## src/rtl/stack_engine_pkg.sv

```systemverilog
// Shared definitions for the stack engine: op encodings, FSM state
// encodings and the default datapath geometry.
package stack_engine_pkg;

  localparam int DEF_WIDTH = 16;
  localparam int DEF_DEPTH = 16;

  typedef enum logic [2:0] {
    OP_NOP     = 3'd0,
    OP_PUSH    = 3'd1,
    OP_POP     = 3'd2,
    OP_DUP     = 3'd3,
    OP_SWAP    = 3'd4,
    OP_REPLACE = 3'd5,
    OP_CLEAR   = 3'd6,
    OP_NOP7    = 3'd7
  } op_e;

  typedef enum logic {
    ST_IDLE  = 1'b0,
    ST_SWAP2 = 1'b1
  } state_e;

endpackage

```

## src/rtl/stack_ram.sv

```systemverilog
// Stack storage: DEPTH x WIDTH register array, not reset.
// Ports:
//   clk       - rising-edge clock
//   wr_en     - write strobe for the single synchronous write port
//   wr_addr   - write index
//   wr_data   - write data
//   rd_addr_a - asynchronous read index (top of stack)
//   rd_data_a - asynchronous read data
//   rd_addr_b - asynchronous read index (one below top)
//   rd_data_b - asynchronous read data
module stack_ram #(
  parameter int WIDTH = 16,
  parameter int DEPTH = 16,
  parameter int AW    = $clog2(DEPTH)
) (
  input  logic             clk,
  input  logic             wr_en,
  input  logic [AW-1:0]    wr_addr,
  input  logic [WIDTH-1:0] wr_data,
  input  logic [AW-1:0]    rd_addr_a,
  output logic [WIDTH-1:0] rd_data_a,
  input  logic [AW-1:0]    rd_addr_b,
  output logic [WIDTH-1:0] rd_data_b
);

  logic [WIDTH-1:0] mem_q [DEPTH];

  always_ff @(posedge clk) begin
    if (wr_en) begin
      mem_q[wr_addr] <= wr_data;
    end
  end

  assign rd_data_a = mem_q[rd_addr_a];
  assign rd_data_b = mem_q[rd_addr_b];

endmodule

```

## src/rtl/stack_engine.sv

```systemverilog
// Parametrised operand/return stack with PUSH/POP/DUP/SWAP/REPLACE/CLEAR,
// full/empty status, sticky overflow/underflow flags and a valid/ready
// op handshake. SWAP takes two cycles; everything else takes one.
// Ports:
//   clk       - rising-edge clock
//   reset     - asynchronous active-low reset
//   op_valid  - op request strobe
//   op        - op code (see stack_engine_pkg::op_e)
//   op_ready  - high when an op can be accepted this cycle
//   din       - data for PUSH/REPLACE
//   dout      - registered top-of-stack (0 when empty)
//   count     - occupancy 0..DEPTH
//   empty     - count == 0
//   full      - count == DEPTH
//   overflow  - sticky: push-type op attempted while full
//   underflow - sticky: pop-type op attempted with too few entries
//   err_clr   - clears both sticky flags (a same-cycle error wins)
module stack_engine
  import stack_engine_pkg::*;
#(
  parameter  int WIDTH = DEF_WIDTH,
  parameter  int DEPTH = DEF_DEPTH,
  localparam int AW    = $clog2(DEPTH)
) (
  input  logic             clk,
  input  logic             reset,
  input  logic             op_valid,
  input  logic [2:0]       op,
  output logic             op_ready,
  input  logic [WIDTH-1:0] din,
  output logic [WIDTH-1:0] dout,
  output logic [AW:0]      count,
  output logic             empty,
  output logic             full,
  output logic             overflow,
  output logic             underflow,
  input  logic             err_clr
);

  localparam logic [AW:0] CNT_FULL = (AW+1)'(DEPTH);
  localparam logic [AW:0] CNT_ONE  = (AW+1)'(1);

  state_e           state_q, state_d;
  logic [AW:0]      count_q, count_d;
  logic [WIDTH-1:0] dout_q, dout_d;
  logic             ovf_q, ovf_d;
  logic             udf_q, udf_d;
  logic [WIDTH-1:0] swap_a_q, swap_a_d;
  logic [WIDTH-1:0] swap_b_q, swap_b_d;

  logic             ovf_set, udf_set;
  logic             wr_en;
  logic [AW-1:0]    wr_addr;
  logic [WIDTH-1:0] wr_data;
  logic [WIDTH-1:0] rd_top, rd_sub;
  logic [AW-1:0]    push_idx, top_idx, sub_idx;
  logic             full_w, empty_w, has2_w;
  op_e              op_w;

  // Index math is modulo DEPTH: when full, push_idx wraps to 0 but is never
  // written because the full guard blocks it.
  assign push_idx = count_q[AW-1:0];
  assign top_idx  = count_q[AW-1:0] - AW'(1);
  assign sub_idx  = count_q[AW-1:0] - AW'(2);

  assign full_w  = (count_q == CNT_FULL);
  assign empty_w = (count_q == '0);
  assign has2_w  = (count_q > CNT_ONE);

  stack_ram #(
    .WIDTH (WIDTH),
    .DEPTH (DEPTH),
    .AW    (AW)
  ) u_ram (
    .clk       (clk),
    .wr_en     (wr_en),
    .wr_addr   (wr_addr),
    .wr_data   (wr_data),
    .rd_addr_a (top_idx),
    .rd_data_a (rd_top),
    .rd_addr_b (sub_idx),
    .rd_data_b (rd_sub)
  );

  always_comb begin
    state_d  = state_q;
    count_d  = count_q;
    dout_d   = dout_q;
    swap_a_d = swap_a_q;
    swap_b_d = swap_b_q;
    wr_en    = 1'b0;
    wr_addr  = top_idx;
    wr_data  = din;
    ovf_set  = 1'b0;
    udf_set  = 1'b0;
    op_w     = op_e'(op);

    unique case (state_q)
      ST_IDLE: begin
        if (op_valid) begin
          case (op_w)
            OP_PUSH: begin
              if (!full_w) begin
                wr_en   = 1'b1;
                wr_addr = push_idx;
                wr_data = din;
                count_d = count_q + CNT_ONE;
                dout_d  = din;
              end else begin
                ovf_set = 1'b1;
              end
            end
            OP_POP: begin
              if (!empty_w) begin
                count_d = count_q - CNT_ONE;
                dout_d  = has2_w ? rd_sub : '0;
              end else begin
                udf_set = 1'b1;
              end
            end
            OP_DUP: begin
              if (empty_w) begin
                udf_set = 1'b1;
              end else if (full_w) begin
                ovf_set = 1'b1;
              end else begin
                wr_en   = 1'b1;
                wr_addr = push_idx;
                wr_data = rd_top;
                count_d = count_q + CNT_ONE;
              end
            end
            OP_SWAP: begin
              if (has2_w) begin
                // First half: old second-from-top moves up; old top is
                // written down on the next cycle from the latch.
                swap_a_d = rd_top;
                swap_b_d = rd_sub;
                wr_en    = 1'b1;
                wr_addr  = top_idx;
                wr_data  = rd_sub;
                state_d  = ST_SWAP2;
              end else begin
                udf_set = 1'b1;
              end
            end
            OP_REPLACE: begin
              if (!empty_w) begin
                wr_en   = 1'b1;
                wr_addr = top_idx;
                wr_data = din;
                dout_d  = din;
              end else begin
                udf_set = 1'b1;
              end
            end
            OP_CLEAR: begin
              count_d = '0;
              dout_d  = '0;
            end
            default: ;
          endcase
        end
      end
      ST_SWAP2: begin
        wr_en   = 1'b1;
        wr_addr = sub_idx;
        wr_data = swap_a_q;
        dout_d  = swap_b_q;
        state_d = ST_IDLE;
      end
      default: state_d = ST_IDLE;
    endcase

    // Set has priority over clear.
    ovf_d = ovf_set | (ovf_q & ~err_clr);
    udf_d = udf_set | (udf_q & ~err_clr);
  end

  always_ff @(posedge clk or negedge reset) begin
    if (!reset) begin
      state_q <= ST_IDLE;
      count_q <= '0;
      dout_q  <= '0;
      ovf_q   <= 1'b0;
      udf_q   <= 1'b0;
    end else begin
      state_q <= state_d;
      count_q <= count_d;
      dout_q  <= dout_d;
      ovf_q   <= ovf_d;
      udf_q   <= udf_d;
    end
  end

  // SWAP operand latches are pure data and need no reset.
  always_ff @(posedge clk) begin
    swap_a_q <= swap_a_d;
    swap_b_q <= swap_b_d;
  end

  assign op_ready  = (state_q == ST_IDLE);
  assign dout      = dout_q;
  assign count     = count_q;
  assign empty     = empty_w;
  assign full      = full_w;
  assign overflow  = ovf_q;
  assign underflow = udf_q;

endmodule

```

## config.mk

```make
export PLATFORM = sky130hd
export DESIGN_NAME = stack_engine
export DESIGN_NICKNAME = d
export VERILOG_FILES = /design/src/rtl/stack_engine_pkg.sv /design/src/rtl/stack_ram.sv /design/src/rtl/stack_engine.sv
export SDC_FILE = /design/constraint.sdc
export NUM_CORES = 1
export LEC_CHECK = 0
export CAP_MARGIN = 15
export CORE_MARGIN = 2
export CORE_UTILIZATION = 41
export CTS_CLUSTER_DIAMETER = 60
export DETAILED_ROUTE_END_ITERATION = 6
export SYNTH_ARGS = -nofsm -noshare
export SYNTH_HDL_FRONTEND = slang
export SYNTH_SLANG_ARGS = --single-unit
export TNS_END_PERCENT = 10
```

## constraint.sdc

```tcl
create_clock -name clk -period 4.4 [get_ports clk]
set_input_delay 0.88 -clock clk [delete_from_list [all_inputs] [get_ports clk]]
set_output_delay 0.88 -clock clk [all_outputs]
set_load 0.05 [all_outputs]
```

# After elaboration in Yosys (flattened, before gate mapping)
# Memory sizes are Yosys's and may differ from the RTL's.
# Index checks and enable logic that the tools add are counted.
[classes]
n_addsub = 4
n_lt_le_gt_ge = 1
n_eq_ne = 14
n_mux = 44
bitwise = 6
n_reduce_logical = 6
[ops]
columns = ["op", "n"]
rows = [
  ["$mux 16", 9],
  ["$pmux 16 s2", 3],
  ["$pmux 16 s4", 1],
  ["$pmux 5 s4", 1],
  ["$mux 1", 17],
  ["$pmux 4 s2", 2],
  ["$mux 5", 3],
  ["$mux 4", 3],
  ["$reduce_and 5->1", 2],
  ["$eq 3x3->1 const B", 3],
  ["$ne 3x3->1 const B", 3],
  ["$pmux 1 s2", 4],
  ["$eq 3x2->1 const B", 2],
  ["$ne 2x2->1 const B", 3],
  ["$add 5x1->5 const B", 1],
  ["$eq 5x5->1 const B", 1],
  ["$gt 5x1->1 const B", 1],
  ["$logic_not 5->1", 1],
  ["$ne 5x1->1 const B", 1],
  ["$sub 5x1->5 const B", 1],
  ["$pmux 1 s4", 1],
  ["$reduce_and 4->1", 1],
  ["$reduce_bool 4->1", 1],
  ["$sub 4x1->4 const B", 1],
  ["other kinds (6)", 9],
]
[word_totals]
ff_bits = 56
ramBits = 256
wordCells = 83
mem_count = 1
[mem_list]
columns = ["name", "depth", "word_bits", "rd", "rd_clocked_by_memory_dff", "write_ports", "line_no", "rtl"]
rows = [
  ["u_ram.mem_q", 16, 16, 2, 0, 1, "stack_ram.sv:26", "logic [WIDTH-1:0] mem_q [DEPTH];"],
]

# Logic depth before layout (Yosys ltp)
[logic_depth]
ltp_word = 8
mapped_depth = 14
mapped_depth_nobuf = 8

# By module
# Synthesis repeated with hierarchy kept, for this count alone.
[hier_totals]
cells_unflattened = 842
hier_area_um2 = 15064.4
[by_module_without_submodules]
columns = ["mod", "instances", "cells_each", "area_per_inst_um2", "seq_area_each_um2"]
rows = [
  ["stack_ram", 1, 553, 11720.0, 7687.4],
  ["stack_engine", 1, 289, 3344.5, 1561.5],
]

# Worst setup path after synthesis
# OpenSTA, ideal clock, no wires.
[synth_timing]
path_type = "flip-flop to flip-flop"
from = "reg count_q[0], in the netlist count[0]"
to = "mem u_ram.mem_q[11][0], enable pin"
arrival_time_ps = 4209
required_ps = 4012
slack_ps = -197
stages_incl_launch_ff = 13
synth_period_minus_slack_ps = 4597
path_cell_list = "dfrtp_1 -> buf_6 -> buf_12 -> buf_12 -> inv_1 -> buf_2 -> ha_1 -> nor4b_2 -> and3_1 -> o21ai_1 -> mux2_2 -> a31oi_1 -> nor2_1"
[synth_lines]
columns = ["item", "line_no", "rtl"]
rows = [
  ["start, declared", "stack_engine.sv:44", "logic [AW:0] count_q, count_d;"],
  ["start signal, assigned", "stack_engine.sv:189", "count_q <= count_d;"],
  ["$logic_not 5->1 *", "stack_engine.sv:67", "assign empty_w = (count_q == '0);"],
  ["net empty", "stack_engine.sv:33", "output logic empty,"],
  ["$mux 1 (on tied branches)", "stack_engine.sv:148, stack_engine.sv:122", ""],
  ["$pmux 1 s4", "stack_engine.sv:101", "case (op_w)"],
  ["$mux 1", "stack_engine.sv:100", "if (op_valid) begin"],
  ["$pmux 1 s2", "stack_engine.sv:98", "unique case (state_q)"],
  ["$mux 1", "stack_ram.sv:29", "if (wr_en) begin"],
  ["$mux 1 (implied by the code)", "stack_ram.sv:30", "mem_q[wr_addr] <= wr_data;"],
  ["end, declared", "stack_ram.sv:26", ""],
]
# Mark *: on every way through the listed nets, which the timed path passes. The rest lies on a longest branch.

# Worst setup path after layout
[layout_timing]
from = "reg count_q[1], in the netlist count[1]"
to = "mem u_ram.mem_q[10][15], enable pin"
[layout_via]
elab_chain_len = 8
[layout_rtl]
columns = ["item"]
rows = [
  ["branches (longest 8 deep; another with $gt 5x1->1)"],
]
# Parallel ways; which one is timed is not known.

==> flow_metrics.tcl <==
set metrics [dict create \
    status "finished, violations left" \
    violations "design-rule violations" \
    start_util 0.419 \
    row_count 69 \
    die_w_um 195 \
    core-area_um2 35700 \
    ir_drop_v 0.000480 \
    cp.required_ns 4.53 \
    hpwl_um 26700 \
    critPathKind "flop to flop" \
    fp.dieH_um 195 \
    synth_edf_count 288 \
    io_pins 49 \
    vias 9360 \
    portBuffers 48 \
    period_share 0.907 \
    drc 1 \
    cts_root_buf "clkbuf_16" \
    diodes 0 \
    min_path_type "flop to flop" \
    worstReg2RegEnd "u_ram.mem_q[10][15]" \
    hp-start "underflow" \
    track_usage 0.214 \
    drtPass1Iterations 7 \
    post-cts-setup-buffers 0 \
    power.total_mw 13.7 \
    ctsResizeCount 0 \
    cts.sinks 312 \
    min_to "underflow" \
    setup_tns_ns 0 \
    final_hold_viol_count 0 \
    fillers 2997 \
    yosys.area_share.adder 0.00585 \
    placed_area_um2 16200 \
    clk_path_buf_depth 3 \
    synthDistinctLibCells 64 \
    clk_latency_ns 0.51 \
    synthMuxAreaShare 0.203 \
    crit_path_end_kind "flop" \
    rsz0062_at_grt "no" \
    drive_gt1_frac 0.241 \
    r2r_cells 5 \
    slew_violations 0 \
    r2r-start "count[1]" \
    final_cell_mix "edfxtp_1 (288), nand2_1 (108), mux4_2 (103), buf_4 (49), clkdlybuf4s50_1 (47)" \
    synth_xor_area_frac 0.00568 \
    grt_remaining_overflow 0 \
    wl_per_cell_um 27.0 \
    fin_area_um2 17400 \
    p_leak_nw 5.82 \
    worst_slack_ns 0.408 \
    synth_nets 956 \
    synth_async_sr_flop_share 0.0769 \
    synth_cells 926 \
    max_slew_margin 0.217 \
    setup_viol 0 \
    cts_max_level 2 \
    vias_per_cell 6.29 \
    syn_to_final_growth_pct 16.5 \
    wl_um 40200 \
    first_iter_violations 1142 \
    antenna_found_initial 0 \
    layout_commonest_cell "edfxtp_1" \
    cts_tree "done" \
    cap_violations 0 \
    grt_pass1_wl_um 61100 \
    place_ws_ns 0.313 \
    ys.flop_type "edfxtp_1" \
    period_minus_slack_ns 3.99 \
    yosysSeqAreaShare 0.618 \
    max_freq_mhz 251 \
    skew_ns 0.0132 \
    cts_buffers 35 \
    hold_ws_ns 0.482 \
    worstPathMaxFanout 16 \
    synth_top_family_by_area "multiplexers" \
    syn_area_um2 15000 \
    grt_max_degree 80 \
    cp-start-kind "flop" \
    worst-r2r-setup-slack_ns 0.41 \
    synth_seq_cells 312 \
    synthSimpleGateAreaFrac 0.0615 \
    syn_avg_cell_area_um2 16.2 \
    ant_nets 0 \
    synth-compound-area-share 0.0770 \
    yosys_warnings 0 \
    nets 1030 \
    dieArea_um2 38100 \
    grt_pass1_vias 9319 \
    cts_hold_buf 0 \
    arrival_ns 4.12 \
    gp_congestion 0.868 \
    whs_path_depth 1 \
    worstMarginPinSlew_ns 1.17 \
    p_per_area_nw_per_um2 787 \
    cts.clk_slew.worst_paths_ns 0.06 \
]
==> metal layers <==
layer,part of all wire,global-route usage
met1,0.43,0.307
met2,0.47,0.335
met3,0.088,0.0465
met4,0.018,0.0520
met5,0,0
==> cells by family after synthesis <==
| kind of cell | Yosys count |
|---|---|
| AOI/OAI and AO/OA | 160 |
| xor gates and xnor gates | 8 |
| adders and majority gates | 7 |
| buffers and inverters | 72 |
| DFF | 312 |
| muxes | 160 |
| and+or+nand+nor | 207 |
==> cell usage after synthesis (all sizes together), types with 3 or more instances <==
cell	number	area, µm²
edfxtp	288	8650
mux4	112	2550
nand2	108	405
buf	46	319
mux2i	44	440
nor2	36	135
a31oi	30	188
dfrtp	24	601
a22oi	23	173
clkbuf	19	86.3
o22ai	19	119
nand3	17	85.1
nor3	15	75.1
a21oi	14	70.1
o21ai	13	65.1
a211oi	9	67.6
a22o	9	78.8
a32oi	8	70.1
a221o	7	70.1
a222oi	7	70.1
and2	7	43.8
ha	7	87.6
and3	6	37.5
inv	6	22.5
nor2b	6	37.5
xnor2	5	51.3
mux2	4	45.0
nor3b	4	35.0
a221oi	3	26.3
nand2b	3	18.8
xor2	3	33.8
==> flip-flops by register name, summed over array words and instances (netlist names) <==
| name | flops |
|---|---|
| u_ram.mem_q | 256 |
| dout | 16 |
| swap_a_q | 16 |
| swap_b_q | 16 |
| count | 5 |
| overflow | 1 |
| state_q | 1 |
| underflow | 1 |
==> critical path, stage by stage, from the launching register on <==
cell	delay (ns)
dfrtp_1	0.37
inv_1	0.45
ha_2	0.60
nor2b_1	0.85
a22oi_1	0.42
nor2_2	0.93
==> power breakdown <==
part	total [mW]	internal [mW]	switching, mW	leakage, nW
Combinational	6.75	2.64	4.11	2.35
Clock	3.02	1.84	1.18	0.589
Sequential	3.96	3.80	0.154	2.88
Total	13.7	8.28	5.45	5.82
==> metrics by stage <==
stage / std cells / utilization
4_1_cts: 1486 / 0.486
5_1_grt: 1488 / 0.488
3_5_place_dp: 1422 / 0.453
2_1_floorplan: 926 / -
6_report: 1488 / 0.488
3_3_place_gp: 1420 / 0.451
==> worst max path at each step <==
stage / startpoint / endpoint / cells after the start
2_1_floorplan: count[0] / u_ram.mem_q[11][0] / 12
3_3_place_gp: count[1] / u_ram.mem_q[2][0] / 5
3_5_place_dp: op[1] / u_ram.mem_q[11][7] / 7
4_1_cts: count[1] / u_ram.mem_q[15][3] / 5
5_1_grt: count[1] / u_ram.mem_q[15][3] / 7
6_report: count[1] / u_ram.mem_q[10][15] / 5
==> layout make-up <==
class	instances	area (µm²)	area share
well taps	461	577	0.0331
clock buffers	41	941	0.0540
inverters	6	22.5	0.00129
clock inverters	23	264	0.0151
flip-flops and latches	312	9250	0.531
repair buffers	103	1010	0.0578
multi-input cells	542	5370	0.308
Note: power is estimated with default switching activity, not from simulation.
